===== config.mk =====
export PLATFORM = sky130hd
export DESIGN_NAME = instr_fetch
export DESIGN_NICKNAME = d
export VERILOG_FILES = /design/src/rtl/instr_fetch.sv
export SDC_FILE = /design/constraint.sdc
export NUM_CORES = 1
export LEC_CHECK = 0
export CAP_MARGIN = 5
export CORE_ASPECT_RATIO = 1.1
export CORE_MARGIN = 5
export CORE_UTILIZATION = 42
export DETAILED_ROUTE_END_ITERATION = 6
export HOLD_SLACK_MARGIN = 0.08
export PLACE_DENSITY = 0.8
export RECOVER_POWER = 25
export SYNTH_ARGS = -nofsm -noshare
export SYNTH_HDL_FRONTEND = slang
export SYNTH_SLANG_ARGS = --single-unit

===== constraint.sdc =====
create_clock -name clk -period 2.4 [get_ports clk]
set_input_delay 0.48 -clock clk [delete_from_list [all_inputs] [get_ports clk]]
set_output_delay 0.48 -clock clk [all_outputs]
set_load 0.02 [all_outputs]

===== src/rtl/instr_fetch.sv =====
// Instruction fetch: reads pc, fetches from imem via req/ack, buffers for decode.
// Drives pc_next (hold, +4 or redirect) back to the PC register every cycle.
module instr_fetch #(
    parameter int XLEN     = 32,
    parameter int MAX_WAIT = 15
) (
    input  logic            clk,
    input  logic            reset,
    input  logic [XLEN-1:0] pc,
    output logic [XLEN-1:0] pc_next,
    input  logic            redirect,
    input  logic [XLEN-1:0] redirect_target,
    output logic            imem_req,
    output logic [XLEN-1:0] imem_addr,
    input  logic            imem_ack,
    input  logic [XLEN-1:0] imem_rdata,
    output logic            instr_valid,
    input  logic            instr_ready,
    output logic [XLEN-1:0] instr,
    output logic [XLEN-1:0] instr_pc,
    output logic            fetch_fault
);

    typedef enum logic [1:0] {IDLE, WAIT, HOLD, FAULT} state_t;

    localparam logic [7:0] WAIT_LAST = 8'(MAX_WAIT - 1);

    state_t          state, state_nx;
    logic            req_nx, valid_nx, fault_nx, kill, kill_nx;
    logic [XLEN-1:0] addr_nx, instr_nx, ipc_nx;
    logic [7:0]      wait_cnt, wait_cnt_nx;

    always_comb begin
        pc_next = pc;
        if (state == FAULT)
            pc_next = pc;
        else if (redirect)
            pc_next = redirect_target;
        else if (state == WAIT && imem_ack && !kill)
            pc_next = imem_addr + XLEN'(4);
    end

    always_comb begin
        state_nx    = state;
        req_nx      = imem_req;
        addr_nx     = imem_addr;
        valid_nx    = instr_valid;
        instr_nx    = instr;
        ipc_nx      = instr_pc;
        fault_nx    = fetch_fault;
        kill_nx     = kill;
        wait_cnt_nx = wait_cnt;
        unique case (state)
            IDLE: begin
                if (pc[1:0] != 2'b00) begin
                    fault_nx = 1'b1;
                    state_nx = FAULT;
                end else if (!redirect) begin
                    req_nx      = 1'b1;
                    addr_nx     = pc;
                    wait_cnt_nx = '0;
                    state_nx    = WAIT;
                end
            end
            WAIT: begin
                if (imem_ack) begin
                    req_nx = 1'b0;
                    if (kill || redirect) begin
                        // Wrong-path data: the request completes but is dropped.
                        kill_nx  = 1'b0;
                        state_nx = IDLE;
                    end else begin
                        instr_nx = imem_rdata;
                        ipc_nx   = imem_addr;
                        valid_nx = 1'b1;
                        state_nx = HOLD;
                    end
                end else begin
                    if (redirect)
                        kill_nx = 1'b1;
                    if (wait_cnt == WAIT_LAST) begin
                        req_nx   = 1'b0;
                        fault_nx = 1'b1;
                        state_nx = FAULT;
                    end else begin
                        wait_cnt_nx = wait_cnt + 8'd1;
                    end
                end
            end
            HOLD: begin
                if (instr_ready || redirect) begin
                    valid_nx = 1'b0;
                    state_nx = IDLE;
                end
            end
            FAULT: begin
                state_nx = FAULT;
            end
            default: begin
                state_nx = IDLE;
            end
        endcase
    end

    always_ff @(posedge clk) begin
        if (reset) begin
            state       <= IDLE;
            imem_req    <= 1'b0;
            imem_addr   <= '0;
            instr_valid <= 1'b0;
            instr       <= '0;
            instr_pc    <= '0;
            fetch_fault <= 1'b0;
            kill        <= 1'b0;
            wait_cnt    <= '0;
        end else begin
            state       <= state_nx;
            imem_req    <= req_nx;
            imem_addr   <= addr_nx;
            instr_valid <= valid_nx;
            instr       <= instr_nx;
            instr_pc    <= ipc_nx;
            fetch_fault <= fault_nx;
            kill        <= kill_nx;
            wait_cnt    <= wait_cnt_nx;
        end
    end

endmodule


==> impl_metrics.yaml, run 1 <==
status:
  status: "completed"
logic_synthesis:
  ys_seq_elements: 110
  async_flop_share_pct: 0
  synth_cells: 682
  ys.warnings.count: 0
  synth_edf_count: 0
  yosys-top-cells-area: "dfxtp_1, nand2_1, a21oi_1"
  synth_top_family_by_area: "simple AND/OR/NAND/NOR gates"
  synthesis.area_sq_mm: 0.00520
  ys_seq_area_share_pct: 42.4
  synth_compound_area_share_pct: 19.7
  synthesis.nets: 786
  ys_types: 47
  yosys.area.top_type_share_pct: 42.4
  muxShareOfSynthArea_pct: 0
  yosysTopAreaCell: "dfxtp_1"
  avgSynthCellArea_sq_um: 7.62
  synth-simple-area-share_pct: 25.1
  synth_top_flop_cell: "dfxtp_1"
  synth_fa_ha_area_share_pct: 0.722
  synth_xor_area_share_pct: 5.73
grt:
  grt_pass1_wl_um: 27900
  grt_max_degree: 100
  grt_overflow: 0
  grt_pass1_vias: 5590
  antenna_found_initial: 0
  grtUsageTotal_pct: 23.5
critical_path:
  crit_type: "register to output port"
  start_kind: "register"
  cp.required_ps: 1920
  crit_path_end_kind: "output port"
  cp_max_fo: 4
  cp.arrival_ps: 1920
floorplanning:
  core_sq_mm: 0.0121
  die_h_um: 127
  num_rows: 42
  start_util_pct: 43.0
  die_area_sq_mm: 0.0147
  ios: 232
  fp.dieW_um: 116
final_layout:
  fin_area_sq_mm: 0.00841
  postLayoutCoreUtil_pct: 69.6
  final_layout_size_suffix_gt1_share_pct: 18.0
  n_antenna_cell: 0
  final_nets: 1058
  syn_to_final_growth_pct: 61.8
  stdcell_count: 1112
  fill_cells: 1014
sta:
  setup_ws_ps: 0.696
  grt_setup_unrepaired: "true"
  fmaxAchievable_mhz: 417
  hold_slack_ps: 330
  fin_crit_sh_pct: 100
  hold_viol_final: 0
  drv_slew: 0
  setup_tns_ps: 0
  worst_slew_margin_rel_pct: 44.7
  finalSetupViolCount: 0
  tightest_slew_ps: 829
  min_period_ps: 2400
  final.setup_skew_ps: 4.94
clock_tree:
  cts_root_buf: "clkbuf_16"
  cts_tree: "built"
  cts_sinks: 110
  cts_buffers: 9
  clockBufferDepth: 2
  clock_latency_ps: 340
  htree_num_levels: 3
  hold_buffers: 0
  clkTransAtPathRegs_ps: 70
detailed_routing:
  drtIter0Drc: 359
  wl_per_cell_um: 16.6
  remaining_drc_errors: 0
  detail-route-antenna-nets: 0
  vias: 5837
  wirelength_um: 18400
  viasPerCell: 5.25
  dr.pass1.iters: 5
min_path:
  min_path_type: "primary input to register"
placed_design:
  dpl_cell_area_sq_mm: 0.00805
  place_inst: 1095
  gp_congestion: 0.851
  port_buffers: 231
  place_ws_ps: -543
  dp_hpwl_um: 13800
power_and_ir_drop:
  p_leak_nw: 3.14
  p_per_area_mw_per_mm2: 516
  power_mw: 4.34
  peakVddDrop_v: 0.000316
flow_run:
  drv_cap: 0
worst max-delay path, stage by stage, from the launching register on:
cell and delay, ps:
dfxtp_2 330, and4_4 290, nand3_2 150, nor4_2 280
buf_4 150, xnor2_1 130, o21ai_1 80, buf_4 160
per-layer routing:
metal | share of wire (%) | global-route usage [%]
met1 | 40 | 28.6
met2 | 49 | 39.6
met4 | 3.1 | 9.69
met3 | 7.9 | 5.43
met5 | 0 | 0
worst paths after layout:
check / slack [ps] / to / cells past startpoint / from
hold reg to reg: 450 / instr[19] / 2 / instr[19]
setup reg to reg: 240 / wait_cnt[4] / 6 / state[0]
setup / recovery: 0.7 / pc_next[28] / 7 / imem_addr[6]
hold / removal: 330 / wait_cnt[1] / 2 / reset
synthesized netlist by cell type (2+ instances only):
library cell and number:
o2111ai_1 5, xor2_1 14, and4_4 3, nor2_1 31, dfxtp_1 110, nand2b_1 3, buf_12 2, o221ai_1 3
nand4_4 2, o21ai_1 12, clkbuf_1 22, xnor2_1 20, nand3_1 11, o22ai_1 19, buf_2 17, buf_1 3
nor4_1 3, buf_6 3, nor4_2 2, a22oi_1 12, and4_1 2, nand2_1 204, nor3_2 4, o21ai_0 8
inv_1 10, ha_1 3, a21oi_1 122, nand4_1 4, and3_1 6, and2_1 3, nor3_1 3
layout by cell type, fill, tap and decap left out, drive strengths merged, types with 3 or more instances in the layout:
| master | instances |
|---|---|
| a21oi | 122 |
| and3 | 6 |
| a22oi | 12 |
| clkbuf | 16 |
| dfxtp | 110 |
| xnor2 | 20 |
| nand2 | 204 |
| xor2 | 14 |
| ha | 3 |
| and4 | 5 |
| o221ai | 3 |
| nor4 | 5 |
| clkinvlp | 3 |
| and2 | 4 |
| o21ai | 20 |
| o22ai | 19 |
| nand2b | 3 |
| dlygate4sd3 | 24 |
| buf | 108 |
| nand4 | 7 |
| nand3 | 12 |
| clkdlybuf4s50 | 172 |
| nor2 | 31 |
| o2111ai | 5 |
| inv | 10 |
| nor3 | 7 |
registers in the layout, indices dropped and copies added, names as in the netlist:
name         count
wait_cnt         8
fetch_fault      1
instr           32
kill             1
instr_pc        32
state            2
instr_valid      1
imem_addr       32
imem_req         1
layout make-up:
cell class / instances / area [sq um] / area share, %
repair buffers: 312 / 2860 / 34.0
clock inverters: 5 / 61.3 / 0.729
multi-input cells: 511 / 2810 / 33.4
clock buffers: 10 / 229 / 2.72
flip-flops and latches: 110 / 2220 / 26.5
inverters: 10 / 37.5 / 0.446
well taps: 154 / 193 / 2.29
logic make-up (layout without fill, tap and decap cells):
group	count (synthesis)	in the layout
AO/OA/AOI/OAI	185	185
XOR/XNOR	34	34
adder cells (fa/ha/maj)	3	3
buffers and inverters	61	337
flip-flops	110	110
AND/OR/NAND/NOR	289	289
what timing repair did:
item	4_1_cts	5_1_grt
pin swaps	1	16
buffers inserted	1	1
gates cloned	0	0
setup endpoints to repair	32	31
resized for setup	152	52
power breakdown:
group / internal (mW) / total [mW] / leakage [nW] / switching (mW)
Combinational: 0.452 / 0.960 / 2.11 / 0.508
Sequential: 1.87 / 1.90 / 0.896 / 0.0329
Clock: 0.807 / 1.48 / 0.131 / 0.669
Total: 3.13 / 4.34 / 3.14 / 1.21
Power figures use the tool's default switching activity.
==> run 2: changes to the inputs <==
--- a/config.mk
+++ b/config.mk
@@ -13,6 +13,7 @@
 export HOLD_SLACK_MARGIN = 0.08
 export PLACE_DENSITY = 0.8
 export RECOVER_POWER = 25
+export SKIP_CTS_REPAIR_TIMING = 1
 export SYNTH_ARGS = -nofsm -noshare
 export SYNTH_HDL_FRONTEND = slang
 export SYNTH_SLANG_ARGS = --single-unit
==> impl_metrics.yaml, run 2 (synthesized netlist as in run 1, its figures left out) <==
sta:
  min_period_ps: 2400
  finalSetupViolCount: 1
  worst_slew_margin_rel_pct: 45.9
  tightest_slew_ps: 811
  fin_crit_sh_pct: 100
  hold_viol_final: 0
  hold_slack_ps: 330
  drv_slew: 0
  final.setup_skew_ps: 5.72
  fmaxAchievable_mhz: 416
  setup_ws_ps: -1.06
  grt_setup_unrepaired: "true"
final_layout:
  reg.largest.list: "imem_addr (32), instr (32), instr_pc (32)"
  final_nets: 1057
  syn_to_final_growth_pct: 62.7
  layout_commonest_cell: "nand2_1"
  n_antenna_cell: 0
  layout_common_cells: "nand2_1, clkdlybuf4s50_1, a21oi_1, dfxtp_1, buf_4"
  final_layout_size_suffix_gt1_share_pct: 18.0
clock_tree:
  cts_sinks: 110
  clock_latency_ps: 340
  clkTransAtPathRegs_ps: 70
  clockBufferDepth: 2
  cts_root_buf: "clkbuf_16"
  cts_buffers: 9
  htree_num_levels: 3
  cts_tree: "built"
detailed_routing:
  wl_per_cell_um: 16.7
  remaining_drc_errors: 0
  detail-route-antenna-nets: 0
  drtIter0Drc: 358
  vias: 5830
  dr.pass1.iters: 5
  wirelength_um: 18600
  viasPerCell: 5.25
power_and_ir_drop:
  peakVddDrop_v: 0.000319
  p_per_area_mw_per_mm2: 514
  p_leak_nw: 3.11
grt:
  use_met1_pct: 28.5
  antenna_found_initial: 0
  grt_pass1_wl_um: 27700
  met3_usage_pct: 5.38
  grt_max_degree: 100
  grtUsageTotal_pct: 23.4
  grt_overflow: 0
  gr-max-usage-layer: "met2"
  grt_pass1_vias: 5593
  grt.met2_usage_pct: 39.4
critical_path:
  crit_path_frequent_cell: "buf_4"
  crit_chain: "and4_4, nand3_2, nor4_2, buf_4, xnor2_1, o21ai_1, buf_4"
  cp.required_ps: 1920
  crit_buf_inv: 2
  start_kind: "register"
  cp_max_fo: 4
  crit_path_end_kind: "output port"
  cp.arrival_ps: 1920
  critPathSlowestCell: "dfxtp_2"
  max_stage_delay_ps: 330
  crit_type: "register to output port"
  crit_family: "simple AND/OR/NAND/NOR gates"
floorplanning:
  core_sq_mm: 0.0121
  ios: 232
  die_area_sq_mm: 0.0147
  fp.dieW_um: 116
  start_util_pct: 43.0
  die_h_um: 127
  num_rows: 42
status:
  status: "finished with violations"
  violations: "setup timing"
min_path:
  min_path_type: "primary input to register"
placed_design:
  gp_congestion: 0.851
  place_ws_ps: -543
  port_buffers: 231
  dp_hpwl_um: 13800
flow_run:
  drv_cap: 0
[run 2: changes by cell type in the layout (fill, tap and decap cells not counted), moves of 2 or more]
cell | previous run | this run
dlygate4sd3_1 | 24 | 1
clkdlybuf4s50_1 | 172 | 195
buf_2 | 15 | 4
nor2_2 | 2 | 4
clkbuf_2 | 1 | 8
dlymetal6s2s_1 | 1 | 6
[run 2: cell type report]
cell class / instances / area [sq um]
well taps: 154 / 193
fillers: 994 / 3630
clock inverters: 5 / 61.3
flip-flops and latches: 110 / 2220
repair buffers: 311 / 2880
clock buffers: 10 / 229
inverters: 10 / 37.5
multi-input cells: 511 / 2830
[run 2: worst paths after layout]
check        slack [ps]          from          end  cells after the start
max                  -1  imem_addr[6]  pc_next[28]                      7
min                 330         reset  wait_cnt[1]                      2
max reg2reg         340      state[0]  wait_cnt[4]                      6
min reg2reg         450     instr[19]    instr[19]                      2
[run 2: worst reg2reg max path, delay by kind of cell, from the launching register on]
family / cells / cell delay, ps
AO/OA/AOI/OAI: 2 / 700
XOR/XNOR: 1 / 160
buffers and inverters: 1 / 320
flip-flops: 1 / 430
AND/OR/NAND/NOR: 2 / 340
[run 2: stage by stage]
stage | util [%] | power (mW) | TNS [ps] | instances | cell area (sq um)
after floorplan | - | 2.40 | 0 | 682 | 5200
after global placement | 66.6 | 2.94 | -13670 | 1095 | 8050
after detailed placement | 66.6 | 2.95 | -14930 | 1095 | 8050
after CTS | 69.0 | 4.41 | -16360 | 1110 | 8340
after global routing | 69.9 | 4.53 | -357 | 1111 | 8450
final | 69.9 | 4.35 | -1.06 | 1111 | 8450
[run 2: power by group]
| group | leakage (nW) | switching [mW] | internal (mW) |
|---|---|---|---|
| clock | 0.131 | 0.666 | 0.806 |
| combinational | 2.08 | 0.510 | 0.462 |
| sequential | 0.896 | 0.0336 | 1.87 |
[run 2: routing by layer]
| metal | part of all wire, % | vias to the layer above |
|---|---|---|
| met5 | 0 | - |
| met4 | 3.3 | 0 |
| met3 | 8.3 | 41 |
| met2 | 49 | 246 |
| met1 | 39 | 2694 |
| li1 | - | 2849 |
